`config.mk`:
```
export PLATFORM = sky130hd
export DESIGN_NAME = if_stage
export DESIGN_NICKNAME = d
export VERILOG_FILES = /design/src/rtl/if_stage.sv
export SDC_FILE = /design/constraint.sdc
export NUM_CORES = 1
export LEC_CHECK = 0
export ABC_AREA = 0
export ABC_CLOCK_PERIOD_IN_PS = 11900
export CAP_MARGIN = 30
export CORE_MARGIN = 3
export CORE_UTILIZATION = 30
export CTS_CLUSTER_DIAMETER = 120
export CTS_CLUSTER_SIZE = 40
export DETAILED_ROUTE_END_ITERATION = 10
export PLACE_DENSITY_LB_ADDON = 0.1
export SLEW_MARGIN = 0
export SYNTH_ARGS = -nofsm -noshare
export SYNTH_HDL_FRONTEND = slang
export SYNTH_SLANG_ARGS = --single-unit
```
`constraint.sdc`:
```
create_clock -name clock -period 11.9 [get_ports clock]
set_input_delay 2.38 -clock clock [delete_from_list [all_inputs] [get_ports clock]]
set_output_delay 2.38 -clock clock [all_outputs]
set_load 0.1 [all_outputs]
```
`src/rtl/if_stage.sv`:
```
// Instruction fetch stage: PC register, next-PC select (branch > jump > stall > sequential)
// and the fetch/decode pipeline register with an accepted-instruction counter.
module if_stage #(
  parameter logic [31:0] RESET_PC = 32'h0000_0000
) (
  input  logic        clock,
  input  logic        reset,
  input  logic        stall,
  input  logic        branch_taken,
  input  logic [31:0] branch_target,
  input  logic        jump,
  input  logic [25:0] jump_index,
  output logic [31:0] imem_addr,
  input  logic [31:0] imem_data,
  output logic [31:0] instr,
  output logic [31:0] instr_pc4,
  output logic        valid,
  output logic [31:0] fetch_count
);

  localparam logic [31:0] ResetPcAligned = {RESET_PC[31:2], 2'b00};

  typedef enum logic [1:0] {
    EdgeBranch,
    EdgeJump,
    EdgeHold,
    EdgeAdvance
  } edge_kind_e;

  logic [31:0] pc_q, pc_d;
  logic [31:0] instr_q, instr_d;
  logic [31:0] instr_pc4_q, instr_pc4_d;
  logic        valid_q, valid_d;
  logic [31:0] fetch_count_q, fetch_count_d;

  logic [31:0] pc4;
  logic [31:0] jump_target;
  logic [31:0] branch_target_aligned;
  edge_kind_e  edge_kind;

  assign pc4                   = pc_q + 32'd4;
  assign jump_target           = {pc4[31:28], jump_index, 2'b00};
  assign branch_target_aligned = branch_target & ~32'h0000_0003;

  always_comb begin
    edge_kind = EdgeAdvance;
    if (branch_taken) begin
      edge_kind = EdgeBranch;
    end else if (jump) begin
      edge_kind = EdgeJump;
    end else if (stall) begin
      edge_kind = EdgeHold;
    end
  end

  // Redirects squash the word fetched at the old PC so it never reaches decode.
  always_comb begin
    pc_d          = pc_q;
    instr_d       = instr_q;
    instr_pc4_d   = instr_pc4_q;
    valid_d       = valid_q;
    fetch_count_d = fetch_count_q;
    unique case (edge_kind)
      EdgeBranch: begin
        pc_d        = branch_target_aligned;
        instr_d     = 32'h0000_0000;
        instr_pc4_d = 32'h0000_0000;
        valid_d     = 1'b0;
      end
      EdgeJump: begin
        pc_d        = jump_target;
        instr_d     = 32'h0000_0000;
        instr_pc4_d = 32'h0000_0000;
        valid_d     = 1'b0;
      end
      EdgeHold: begin
      end
      EdgeAdvance: begin
        pc_d          = pc4;
        instr_d       = imem_data;
        instr_pc4_d   = pc4;
        valid_d       = 1'b1;
        fetch_count_d = fetch_count_q + 32'd1;
      end
      default: begin
      end
    endcase
  end

  always_ff @(posedge clock or posedge reset) begin
    if (reset) begin
      pc_q          <= ResetPcAligned;
      instr_q       <= 32'h0000_0000;
      instr_pc4_q   <= 32'h0000_0000;
      valid_q       <= 1'b0;
      fetch_count_q <= 32'h0000_0000;
    end else begin
      pc_q          <= pc_d;
      instr_q       <= instr_d;
      instr_pc4_q   <= instr_pc4_d;
      valid_q       <= valid_d;
      fetch_count_q <= fetch_count_d;
    end
  end

  assign imem_addr   = pc_q;
  assign instr       = instr_q;
  assign instr_pc4   = instr_pc4_q;
  assign valid       = valid_q;
  assign fetch_count = fetch_count_q;

endmodule

```
---- Yosys cells after proc, flatten, opt, wreduce, memory -nomap -nowiden ----
Index checks and enable logic that the tools add are counted.
storage, ports and cells
  register bits after elaboration ......... 129
  input port bits ......................... 95
  output and inout bits ................... 129
  logic and storage cells ................. 20
operators by class
  $add $sub $neg .......................... 2
  equality and inequality tests ........... 2
  multiplexer cells ....................... 7
  reduce and logical (&&, ||, !) cells .... 4
operators by type and width
  cell                     count
  $pmux W32 S2             2
  $pmux W32 S3             1
  $add A32 B1 Y32 const B  1
  $add A32 B3 Y32 const B  1
  $mux W2                  2
  $reduce_bool A3 Y1       1
  $eq A2 B1 Y1 const B     1
  $eq A2 B2 Y1 const B     1
  $logic_not A2 Y1         1
  $pmux W1 S2              1
  $reduce_bool A2 Y1       1
  $reduce_or A2 Y1         1
  $mux W1                  1

---- Logic depth before layout (Yosys ltp) ----
  depth in word-level cells ............... 6
  mapped depth ............................ 7
  mapped depth without buffers ............ 6

---- Least setup slack after synthesis ----
OpenSTA, ideal clock, no wires.
  path type ............................... input to register
  start ................................... in stall
  end ..................................... reg fetch_count_q[26], in the netlist fetch_count[26]
  library setup time ...................... 0.158 ns
  data arrival time ....................... 3.856 ns
  data required time ...................... 11.742 ns
  setup slack ............................. 7.886 ns
  stages on the path ...................... 7
  path buffers ............................ 2
  cells stage by stage .................... clkbuf_1 > nor3_1 > and3_1 > clkbuf_1 > and4_1 > nand4_1 > xnor2_1
between the ends
  cells in the longest elaborated chain, start to end .. 4
ends and longest elaborated chain
  what                    line  source
  start: declaration      8     input logic stall,
  $mux W1                 51    end else if (stall) begin
  $mux W2                 49    end else if (jump) begin
  $mux W2                 47    if (branch_taken) begin
  $eq A2 B2 Y1            63    unique case (edge_kind)
  end signal: assignment  102   fetch_count_q <= fetch_count_d;
  end: declaration        34    logic [31:0] fetch_count_q, fetch_count_d;
Every way passes these cells.
A chain may end at the register's enable or synchronous reset.

---- Final worst setup path ----
  start ................................... in stall
  end ..................................... reg fetch_count_q[25], in the netlist fetch_count[25]
The elaborated chain is that of the path after synthesis.

==> flow_metrics.py <==
metrics = {
    "run_status": {
        "status": "finished clean",
    },
    "flow_run": {
        "timing.max_cap.violations": 0,
    },
    "setup_path": {
        "r2r.worst_path.cells": 6,
        "cp_max_fo": 58,
        "setup.worst_path.start_class": "input port",
        "worst_reg2reg_endpoint": "instr_pc4[18]",
        "crit_required_ns": 12.23,
        "crit_path_end_kind": "flop",
        "regToRegSetupSlack_ns": 9.50,
        "startpoint_of_the_lowest_slack_register_to_register_path": "imem_addr[2]",
        "worst-endpoint-arrival_ns": 5.12,
        "critical_path_class": "input port to flop",
    },
    "synthesis": {
        "syn_avg_cell_area_um2": 9.707,
        "ys_types": 43,
        "synth_enable_flop_cells": 0,
        "synth.yosys.warnings": 0,
        "dominantRegCellSynth": "dfrtp_1",
        "synth_top_area_cell": "dfrtp_1",
        "synth.area.mux_share_pct": 0.6688,
        "syn-cell-area_mm2": 0.006173,
        "synthXorXnorAreaFrac_pct": 9.080,
        "ys_ff_latch": 125,
        "cell_types_occupying_the_most_area_after_synthesis": "dfrtp_1 51%, xnor2_1 7.0%, a22o_1 5.1%",
        "synth_top_cell_area_share_pct": 50.67,
        "synth-compound-area-share_pct": 18.22,
        "postSynth.asyncResetShare_pct": 100.0,
        "seq_area_frac_synth_pct": 50.67,
        "synthAdderAreaFrac_pct": 0.4054,
        "synth_simple_gate_area_share_pct": 16.74,
        "synth_top_family_by_area": "compound AO/OA/AOI/OAI gates",
        "synth_cells": 636,
    },
    "route": {
        "routed_wire_length_per_instance_um": 17.74,
        "average_vias_per_placed_instance": 4.966,
        "route.antenna.remaining_nets": 0,
        "drt_iter0_markers": 268,
        "drt_pass1_iterations": 4,
        "drc": 0,
        "wirelength_um": 19940,
        "detailroute.via_count": 5582,
    },
    "clocking": {
        "clock_root_buffer": "clkbuf_16",
        "number_of_buffers_inserted_during_clock_tree_synthesis": 17,
        "cts_tree": "built",
        "clkSlewWorstSetupHoldPaths_ns": 0.06,
        "post-cts-setup-buffers": 0,
        "postCtsHoldBufs": 0,
        "worst_skew_pair.late_latency_ns": 0.42,
        "cts_max_level": 4,
        "post_cts_resized": 0,
        "cts_sinks": 125,
        "cts_max_path_buffers": 2,
    },
    "floorplan": {
        "chip_width_um": 149.5,
        "number_of_ports_placed_on_the_die_boundary": 224,
        "floorplan.rows": 51,
        "die-area_mm2": 0.02234,
        "die_y_um": 149.5,
        "initial_utilization_pct": 31.11,
        "core_region_area_mm2": 0.01985,
    },
    "timing": {
        "max_clock_freq_ghz": 0.2087,
        "max_slew.worst_pin.slew_ns": 1.050,
        "skew_ns": 0.01067,
        "slew_violations": 0,
        "final-setup-viol-count": 0,
        "final_hold_viol_count": 0,
        "period_needed_ns": 4.791,
        "final.setup.tns_ns": 0,
        "maxSlewHeadroom_pct": 29.79,
        "final_min_period_over_clock_period_pct": 40.26,
        "rsz_0062_raised_after_global_routing": "no",
    },
    "final_layout": {
        "multi_input_area_mm2": 0.002813,
        "finalCoreUtilization_pct": 46.90,
        "layout.area.seq_mm2": 0.003128,
        "num-nets-final": 941,
        "area_growth_syn_to_layout_pct": 50.77,
        "final-instance-count-excl-fill": 1124,
        "fillers": 1875,
        "drive_above_1_share_pct": 6.301,
    },
    "global_routing": {
        "track_usage_pct": 18.05,
        "global_route.overflow_total": 0,
        "initial_antenna_violation_count": 2,
        "grt_first_pass_wirelength_um": 31730,
        "via_count_of_the_first_global_routing_pass": 5723,
        "pin_count_of_the_biggest_net_entering_global_routing": 74,
    },
    "pwr": {
        "power_density_mw_per_mm2": 149.4,
        "total_leakage_power_nw": 3.804,
        "power_mw": 1.391,
        "max-vdd-ir-drop_v": 0.00008685,
    },
    "min_path": {
        "hold_path_end": "instr_pc4[27]",
        "hold_class": "flop to flop",
        "timing.hold.worst_path_depth": 2,
        "hp-start": "instr_pc4[27]",
    },
    "placed_design": {
        "place_inst": 1090,
        "global_placement_routability_congestion": 0.8040,
        "hpwlAfterDp_um": 14110,
        "port-buffer-count": 217,
    },
}
synthesized netlist by cell type (4+ instances only):
cell type    n
buf_2        4
inv_1       19
nand4_1     20
a21oi_1     54
nand3_1     27
clkbuf_1    25
nor3_1       6
and4_1       7
nor2_1      16
dfrtp_1    125
xor2_1      15
a2bb2oi_1   17
a22o_1      36
o21a_1       4
and3_1      11
nand2_1     81
nand2b_1     6
buf_1       11
buf_4        4
o21ai_0     57
xnor2_1     49
nor4_1       5
or3_1        5
where the power goes:
group          internal, mW  switching, mW
sequential            0.451         0.0404
clock                 0.314          0.195
combinational         0.114          0.276
total                 0.879          0.512
cells by family (layout without fill, tap and decap cells):
family                     after synthesis  count (layout)
adders and majority gates                2               2
AOI/OAI and AO/OA                      178             178
and+or+nand+nor                        199             199
buffers and inverters                   63             281
muxes                                    4               4
other                                    1               6
DFF                                    125             125
xor gates and xnor gates                64              64
cell usage in the layout, fill, tap and decap left out, types with 2 or more instances in the layout:
cell type | Yosys | final
nor3_2 | 1 | 2
clkdlybuf4s50_1 | 0 | 216
nand4_1 | 20 | 20
clkinvlp_4 | 0 | 3
or3_1 | 5 | 5
nand3_1 | 27 | 27
clkinv_2 | 0 | 3
o21ai_0 | 57 | 57
or4_1 | 2 | 2
a21oi_1 | 54 | 54
inv_6 | 0 | 2
clkbuf_1 | 25 | 4
buf_4 | 4 | 7
mux2i_1 | 3 | 3
nand2_1 | 81 | 81
nor2_1 | 16 | 15
conb_1 | 1 | 4
a22o_1 | 36 | 36
nor2b_1 | 3 | 3
and4_1 | 7 | 7
xnor2_1 | 49 | 49
inv_1 | 19 | 18
nor3_1 | 6 | 5
buf_16 | 0 | 6
nand2b_1 | 6 | 6
or4_4 | 2 | 2
ha_1 | 2 | 2
o21a_1 | 4 | 4
clkbuf_16 | 0 | 17
diode_2 | 0 | 2
xor2_1 | 15 | 15
and2_1 | 3 | 3
bufinv_16 | 0 | 2
dfrtp_1 | 125 | 125
and3_1 | 11 | 11
a2bb2oi_1 | 17 | 17
nor4_1 | 5 | 5
a21oi_2 | 2 | 2
o31ai_1 | 3 | 3
cell type report:
cell class | count | area share (%)
clock buffer | 22 | 4.880
tap | 265 | 3.562
timing repair buffer | 230 | 25.62
sequential | 125 | 33.61
clock inverter | 10 | 1.237
inverter | 19 | 0.8200
antenna | 2 | 0.05377
multi-input combinational | 451 | 30.22
metrics by stage:
step                instance area [um2]  hold WS (ns)  setup WS, ns
floorplan                          6185        0.9713         6.192
global placement                   8568        0.4666         6.735
detailed placement                 8733        0.4697         6.724
CTS                                9303        0.4822         7.144
global route                       9305        0.5092         6.958
finish                             9308        0.4740         7.109
worst max path at each step:
stage          slack (ns)         endpoint  startpoint  depth (start not counted)
3_3_place_gp         6.73  fetch_count[31]       stall                          7
4_1_cts              7.14  fetch_count[31]       stall                          7
6_report             7.11  fetch_count[25]       stall                          7
3_5_place_dp         6.72  fetch_count[25]       stall                          7
2_1_floorplan        6.19   fetch_count[0]       reset                          1
5_1_grt              6.96  fetch_count[25]       stall                          7
routing by layer:
metal	wire, um	GRT usage, %
met1	8817	23.82
met2	9296	28.51
met3	1378	5.542
met4	443	5.721
met5	0	0
critical path, cell delays in order:
cell             delay, ns
clkdlybuf4s50_1       0.65
nor3_2                0.33
buf_4                 0.58
and4_1                0.44
nand4_1               0.29
nor2_1                0.22
xor2_1                0.17
flip-flops by register name, indices dropped and copies added, names as in the netlist:
name / cells
instr_pc4: 30
imem_addr: 30
instr: 32
fetch_count: 32
valid: 1
(Power assumes the default switching activity.)
